<file path="src/rtl/gate_bist_ctrl.sv">
// BIST sequencer for one 2-input gate: sweeps all four input vectors, checks DUT_Y against EXPECT.
// Optional macro GATE_BIST_STOP_ON_FAIL_EN: end the run at the first mismatching sample.
module gate_bist_ctrl #(
  parameter int unsigned SETTLE_CYCLES = 2,
  parameter logic [3:0]  EXPECT        = 4'b0001,
  parameter int unsigned LOOPS         = 1
) (
  input  logic       CLK,
  input  logic       RST,
  input  logic       START,
  output logic       BUSY,
  output logic       DONE,
  output logic       PASS,
  output logic [3:0] FAIL_MASK,
  output logic [7:0] FAIL_COUNT,
  output logic       DUT_A,
  output logic       DUT_B,
  input  logic       DUT_Y
);

  localparam logic [7:0] SETTLE_LAST = 8'(SETTLE_CYCLES - 1);
  localparam logic [7:0] LOOP_LAST   = 8'(LOOPS - 1);

  typedef enum logic [1:0] {S_IDLE, S_SETTLE, S_SAMPLE, S_FINISH} state_t;

  state_t      state_q, state_d;
  logic [1:0]  vec_q, vec_d;
  logic [7:0]  loop_q, loop_d;
  logic [7:0]  cnt_q, cnt_d;
  logic        busy_q, busy_d;
  logic        done_q, done_d;
  logic        pass_q, pass_d;
  logic [3:0]  mask_q, mask_d;
  logic [7:0]  count_q, count_d;
  logic        a_q, a_d;
  logic        b_q, b_d;
  logic        mismatch;
  logic        stop;

  assign mismatch = (DUT_Y != EXPECT[vec_q]);
`ifdef GATE_BIST_STOP_ON_FAIL_EN
  assign stop = mismatch;
`else
  assign stop = 1'b0;
`endif

  always_comb begin
    state_d = state_q;
    vec_d   = vec_q;
    loop_d  = loop_q;
    cnt_d   = cnt_q;
    busy_d  = busy_q;
    done_d  = 1'b0;
    pass_d  = pass_q;
    mask_d  = mask_q;
    count_d = count_q;
    a_d     = a_q;
    b_d     = b_q;
    case (state_q)
      S_IDLE: begin
        if (START) begin
          state_d = S_SETTLE;
          vec_d   = 2'd0;
          loop_d  = 8'd0;
          cnt_d   = 8'd0;
          busy_d  = 1'b1;
          pass_d  = 1'b0;
          mask_d  = 4'b0000;
          count_d = 8'd0;
          a_d     = 1'b0;
          b_d     = 1'b0;
        end
      end
      S_SETTLE: begin
        cnt_d = cnt_q + 8'd1;
        if (cnt_q == SETTLE_LAST) begin
          state_d = S_SAMPLE;
          cnt_d   = 8'd0;
        end
      end
      S_SAMPLE: begin
        cnt_d = 8'd0;
        if (mismatch) begin
          mask_d[vec_q] = 1'b1;
          if (count_q != 8'hFF) count_d = count_q + 8'd1;
        end
        if (!stop && vec_q != 2'd3) begin
          state_d = S_SETTLE;
          vec_d   = vec_q + 2'd1;
        end else if (!stop && loop_q < LOOP_LAST) begin
          state_d = S_SETTLE;
          vec_d   = 2'd0;
          loop_d  = loop_q + 8'd1;
        end else begin
          state_d = S_FINISH;
          done_d  = 1'b1;
          pass_d  = (count_d == 8'd0);
        end
        // Gate inputs follow the next vector, or return to 00 when the run ends.
        a_d = (state_d == S_SETTLE) ? vec_d[1] : 1'b0;
        b_d = (state_d == S_SETTLE) ? vec_d[0] : 1'b0;
      end
      S_FINISH: begin
        state_d = S_IDLE;
        busy_d  = 1'b0;
      end
      default: state_d = S_IDLE;
    endcase
  end

  always_ff @(posedge CLK) begin
    if (RST) begin
      state_q <= S_IDLE;
      vec_q   <= 2'd0;
      loop_q  <= 8'd0;
      cnt_q   <= 8'd0;
      busy_q  <= 1'b0;
      done_q  <= 1'b0;
      pass_q  <= 1'b0;
      mask_q  <= 4'b0000;
      count_q <= 8'd0;
      a_q     <= 1'b0;
      b_q     <= 1'b0;
    end else begin
      state_q <= state_d;
      vec_q   <= vec_d;
      loop_q  <= loop_d;
      cnt_q   <= cnt_d;
      busy_q  <= busy_d;
      done_q  <= done_d;
      pass_q  <= pass_d;
      mask_q  <= mask_d;
      count_q <= count_d;
      a_q     <= a_d;
      b_q     <= b_d;
    end
  end

  assign BUSY       = busy_q;
  assign DONE       = done_q;
  assign PASS       = pass_q;
  assign FAIL_MASK  = mask_q;
  assign FAIL_COUNT = count_q;
  assign DUT_A      = a_q;
  assign DUT_B      = b_q;

endmodule
</file>
<file path="config.mk">
export PLATFORM = sky130hd
export DESIGN_NAME = gate_bist_ctrl
export DESIGN_NICKNAME = d
export VERILOG_FILES = /design/src/rtl/gate_bist_ctrl.sv
export SDC_FILE = /design/constraint.sdc
export NUM_CORES = 1
export LEC_CHECK = 0
export ABC_AREA = 1
export CAP_MARGIN = 20
export CORE_UTILIZATION = 50
export DETAILED_ROUTE_END_ITERATION = 6
export PLACE_DENSITY = 0.76
export SETUP_SLACK_MARGIN = 0.5
export SLEW_MARGIN = 10
export SYNTH_ARGS = -nofsm -noshare
export SYNTH_HDL_FRONTEND = slang
export SYNTH_SLANG_ARGS = --single-unit
</file>
<file path="constraint.sdc">
create_clock -name CLK -period 1.7 [get_ports CLK]
set_input_delay 0.255 -clock CLK [delete_from_list [all_inputs] [get_ports CLK]]
set_output_delay 0.255 -clock CLK [all_outputs]
set_load 0.01 [all_outputs]
</file>
Word level (Yosys, flattened, before mapping)
Index checks and enable logic that the tools add are counted.

Add/sub/neg operators: 4. Equality and inequality tests: 14. Reduce and logical (&&, ||, !) cells: 14. Muxes and demuxes: 38. $lt $le $gt $ge: 3. Bitwise operators: 2.

Operator list (count): 2-to-1 mux 8 bit (7); one-hot mux 8 bit (2 select lines) (2); adder 8 x 1 -> 8 bit (second input constant) (3); one-hot mux 8 bit (3 select lines) (1); 2-to-1 mux 2 bit (8); != test 2 bit (second input constant) (7); 2-to-1 mux 1 bit (9); equality test 8 x 1 -> 1 bit (second input constant) (1); logical NOT 8 bit (1); < comparator 8 x 1 -> 1 bit (second input constant) (1); 2-to-1 mux 4 bit (2); != test 8 bit (second input constant) (1); one-hot mux 1 bit (2 select lines) (4); one-hot mux 2 bit (4 select lines) (1); one-hot mux 4 bit (2 select lines) (1); AND reduction 2 bit (4); AND reduction 4 bit (2); equality test 2 x 1 -> 1 bit (second input constant) (2); equality test 2 bit (second input constant) (2); bitwise OR 4 bit (1); one-hot mux 2 bit (2 select lines) (1); nonzero test 2 bit (2); < comparator 2 x 3 -> 1 bit (second input constant) (1); AND reduction 3 bit (1); other kinds (10) (10).

Word-level logic and storage cells: 86. Register bits after elaboration: 37.

Longest topological paths before layout
Word-level depth: 9. Gate-level depth with buffers: 13. Gate-level depth less buffers: 13.

Worst setup path after synthesis
No wires, ideal clock.

Kind: reg-to-reg. Start: register vec_q[0]. End: register pass_q, in the netlist PASS. Cell stages (with the launch flop): 12. Setup time: 59 ps. Data required time: 1641 ps. Setup slack: 245 ps. Arrival time: 1397 ps. Cells stage by stage: dfxtp_1 > inv_1 > ha_1 > inv_2 > nand2_1 > nand2_2 > nand4_1 > nand2_1 > nand2_1 > nor2_1 > nand3_1 > nand2_1.

Cells in the longest elaborated chain, start to end: 9.

RTL lines: from (decl) (RTL line 27) `logic [1:0] vec_q, vec_d;`; from (signal assigned) (RTL line 126) `vec_q <= vec_d;`; binary-select mux 1 bit (select 2 bit) (RTL line 40) `assign mismatch = (DUT_Y != EXPECT[vec_q]);`; 2-to-1 mux 1 bit (not written as such) (RTL line 40); != test 1 bit (RTL line 40); 2-to-1 mux 8 bit (RTL line 83) `if (mismatch) begin`; 2-to-1 mux 8 bit (RTL line 59) `case (state_q)`; logical NOT 8 bit (RTL line 97) `pass_d = (count_d == 8'd0);`; 2-to-1 mux 1 bit (RTL line 90) `end else if (!stop && loop_q < LOOP_LAST) begin`; 2-to-1 mux 1 bit (RTL line 87) `if (!stop && vec_q != 2'd3) begin`; one-hot mux 1 bit (2 select lines) (RTL line 59); to (signal assigned) (RTL line 131) `pass_q <= pass_d;`; to (decl) (RTL line 32) `logic pass_q, pass_d;`.

Parallel ways exist; a longest one is shown, timed or not. The select of a mux whose other input is x is not followed. A chain may end at the register's enable or synchronous reset.

Worst setup path after layout
Start: register vec_q[1]. End: register pass_q, in the netlist PASS.

Same word-level chain as after synthesis.

==> results.toml <==
[floorplanning]
die_x_um = 57.57
initial_utilization_pct = 54.58
core_area_sq_mm = 0.002829
ioPinCount = 21
die_y_um = 57.57
rows = 19
dieArea_sq_mm = 0.003314

[sta]
hold_slack_ns = 0.4580
finalCriticalPeriod_ns = 1.494
clock.fmax_mhz = 669.3
tightest_slew_ns = 0.2260
final_max_slew_viol_count = 0
finalSetupTns_ns = 0
final-hold-violation-count = 0
fin_crit_sh_pct = 87.89
slew_headroom_pct = 84.90
skew_ns = 0.007247
rsz0062_at_grt = "true"
setup_viol = 0
layout_setup_ws_ns = 0.2059

[logic_synthesis]
yosys.area.top_type = "dfxtp_1"
synth_top_family_by_area = "simple AND/OR/NAND/NOR gates"
yosysMostFrequentCell = "nand2_1"
synthFlopType = "dfxtp_1"
synth_compound_area_share_pct = 10.94
synth_mux_area_share_pct = 0
yosysSeqAreaShare_pct = 37.60
synthCells = 226
synth_common_cells = "nand2_1 (63), dfxtp_1 (29), inv_1 (24)"
yosys.area.top_type_share_pct = 37.60
yosys.area_share.simple_pct = 37.60
synthTopCellsByArea = "dfxtp_1 (38%), nand2_1 (15%), a21oi_1 (7.5%)"
synth-async-reset-ratio_pct = 0
synth_edf_count = 0
synth_cell_type_count = 25
synth_xor_area_share_pct = 0
ys_warn_count = 0
synth.avg_cell_area_sq_um = 6.832
synthAdderAreaFrac_pct = 6.483
synth.cell_area_sq_mm = 0.001544
syn_nets = 238
ys_seq_elements = 29

[drt]
ant_nets = 0
wirelength_um = 4356
drt_first_pass_iters = 6
routedWlPerCell_um = 14.05
route.detailed.drc = 4
drt_iter0_markers = 139
vias = 1718
via_per_inst = 5.542

[outcome]
violations = "DRC"
outcome = "complete, but fails checks"

[setup_path]
crit_fanout = 5
crit_path_end = "PASS"
crit_family = "simple AND/OR/NAND/NOR gates"
critPathArrivalTime_ns = 1.78
worstPathCellList = "inv_2, ha_4, nand2_1, nand2_2, nand3_1, nand2_1, nand2_1, nor2_1, nand3_1, nand2_1"
startpoint_type = "register"
crit_cells = 10
startpoint = "vec_q[1]"
cpPeakStageDelay_ns = 0.34
reg2reg_from = "vec_q[1]"
required_ns = 1.99
ff2ff_path_depth = 10
r2r-end = "PASS"
path_buf_inv = 1
crit_type = "reg2reg"
rrSetupSlack_ns = 0.21
slowest_stage = "dfxtp_2"
crit_path_end_kind = "register"
worst_path_most_repeated_cell = "nand2_1"

[place]
place_hpwl_um = 2285
io_buffers = 20
finalWeightedCongestion = 0.7967
pre_cts_ws_ns = 0.05887
postPlaceCellArea_sq_mm = 0.001844

[global_route]
grt_max_degree = 14
grt_pass1_wl_um = 6637
grt_pass1_vias = 1481
overflow = 0
track_usage_pct = 26.61
antenna_found_initial = 0

[clock_tree]
cts_buffers = 5
cts-htree-levels = 2
cts_tree = "built"
hold_buffers = 0
clk_latency_ns = 0.34
clk_pin_slew_worst_paths_ns = 0.10
clock_path_buffers = 2
cts.sinks = 29
root_buffer = "clkbuf_4"

[pwr]
p_leak_nw = 0.9343
power.total_mw = 1.521
ir_worst_vdd_v = 0.0005802
p_per_area_mw_per_mm2 = 682.0

[final_layout]
final_area_sq_mm = 0.002231
diodes = 0
area_delta_synth_final_pct = 44.49
n_fill_cell = 195
drive_gt1_share_pct = 41.58
nets = 290

[hold_path]
hold_path_class = "reg2reg"

[run]
maxCapViolations = 0
-- kinds of logic after synthesis --
| kind of cell | count (synthesis) |
|---|---|
| flip-flops | 29 |
| AO/OA/AOI/OAI | 31 |
| adder cells (fa/ha/maj) | 8 |
| buffers and inverters | 30 |
| AND/OR/NAND/NOR | 128 |
-- worst reg2reg max path, stage by stage, from the launching register on --
cell and delay, ns:
dfxtp_2 0.34, inv_2 0.08, ha_4 0.17, nand2_1 0.15, nand2_2 0.16, nand3_1 0.11, nand2_1 0.11, nand2_1 0.08
nor2_1 0.11, nand3_1 0.08, nand2_1 0.06
-- routing by layer --
metal | global-route usage, % | vias up | wire (um)
li1 | - | 837 | -
met1 | 33.19 | 794 | 1794
met2 | 43.19 | 75 | 2148
met3 | 5.669 | 12 | 312
met4 | 13.59 | 0 | 102
met5 | 0 | - | 0
-- through the flow --
step / util, % / std cells
floorplan: - / 226
global placement: 65.19 / 277
detailed placement: 65.19 / 277
CTS: 77.75 / 306
global route: 78.86 / 310
finish: 78.86 / 310
-- worst min path at each step --
stage                       startpoint      endpoint  slack, ns  cells after the start
after global routing      FAIL_MASK[1]  FAIL_MASK[1]       0.49                      2
final                     FAIL_MASK[1]  FAIL_MASK[1]       0.46                      2
after floorplan                    RST          DONE       0.34                      1
after CTS                 FAIL_MASK[2]  FAIL_MASK[2]       0.46                      2
after global placement    FAIL_MASK[2]  FAIL_MASK[2]       0.44                      2
after detailed placement  FAIL_MASK[2]  FAIL_MASK[2]       0.44                      2
-- sequential cells by signal, indices dropped and copies added (netlist names) --
signal      count
vec_q           2
DUT_A           1
state_q         2
DONE            1
DUT_B           1
FAIL_MASK       4
FAIL_COUNT      8
cnt_q           8
PASS            1
BUSY            1
-- power by group --
part | internal [mW] | total [mW] | switching (mW) | leakage (nW)
clock | 0.165 | 0.424 | 0.259 | 0.0265
sequential | 0.694 | 0.727 | 0.0329 | 0.245
combinational | 0.155 | 0.371 | 0.215 | 0.662
total | 1.01 | 1.52 | 0.508 | 0.934
-- cell usage in the layout (no fill, tap or decap), types with 2 or more instances in the layout --
| master | Yosys | layout |
|---|---|---|
| clkbuf_2 | 0 | 10 |
| buf_2 | 1 | 3 |
| inv_4 | 0 | 2 |
| clkbuf_1 | 2 | 3 |
| clkbuf_4 | 0 | 5 |
| nand4_1 | 8 | 8 |
| inv_1 | 24 | 19 |
| dfxtp_1 | 29 | 13 |
| inv_2 | 2 | 5 |
| buf_4 | 0 | 22 |
| nand3_1 | 22 | 19 |
| ha_1 | 8 | 3 |
| dfxtp_4 | 0 | 10 |
| nand3_2 | 0 | 3 |
| dfxtp_2 | 0 | 6 |
| ha_2 | 0 | 2 |
| a21oi_2 | 2 | 3 |
| nor2_2 | 4 | 4 |
| clkdlybuf4s50_1 | 0 | 3 |
| nor2_4 | 1 | 5 |
| nand2_4 | 1 | 7 |
| a21oi_1 | 23 | 20 |
| ha_4 | 0 | 3 |
| a21oi_4 | 0 | 2 |
| nor2_1 | 19 | 15 |
| nand2_2 | 5 | 13 |
| buf_6 | 0 | 6 |
| nand2_1 | 63 | 51 |
-- timing repair --
action	4_1_cts	5_1_grt
buffers inserted	19	4
gates cloned	2	0
endpoints found under the setup margin	36	42
gates resized for setup	87	39
pin swaps	23	18
-- cell type report --
type	instances	area (sq um)	share of cell area [%]
repair buffers	47	361.6	16.21
flip-flops and latches	29	625.6	28.04
well taps	31	38.79	1.739
clock buffers	8	48.80	2.187
inverters	26	102.6	4.599
multi-input cells	169	1054	47.22
Power figures use the tool's default switching activity.
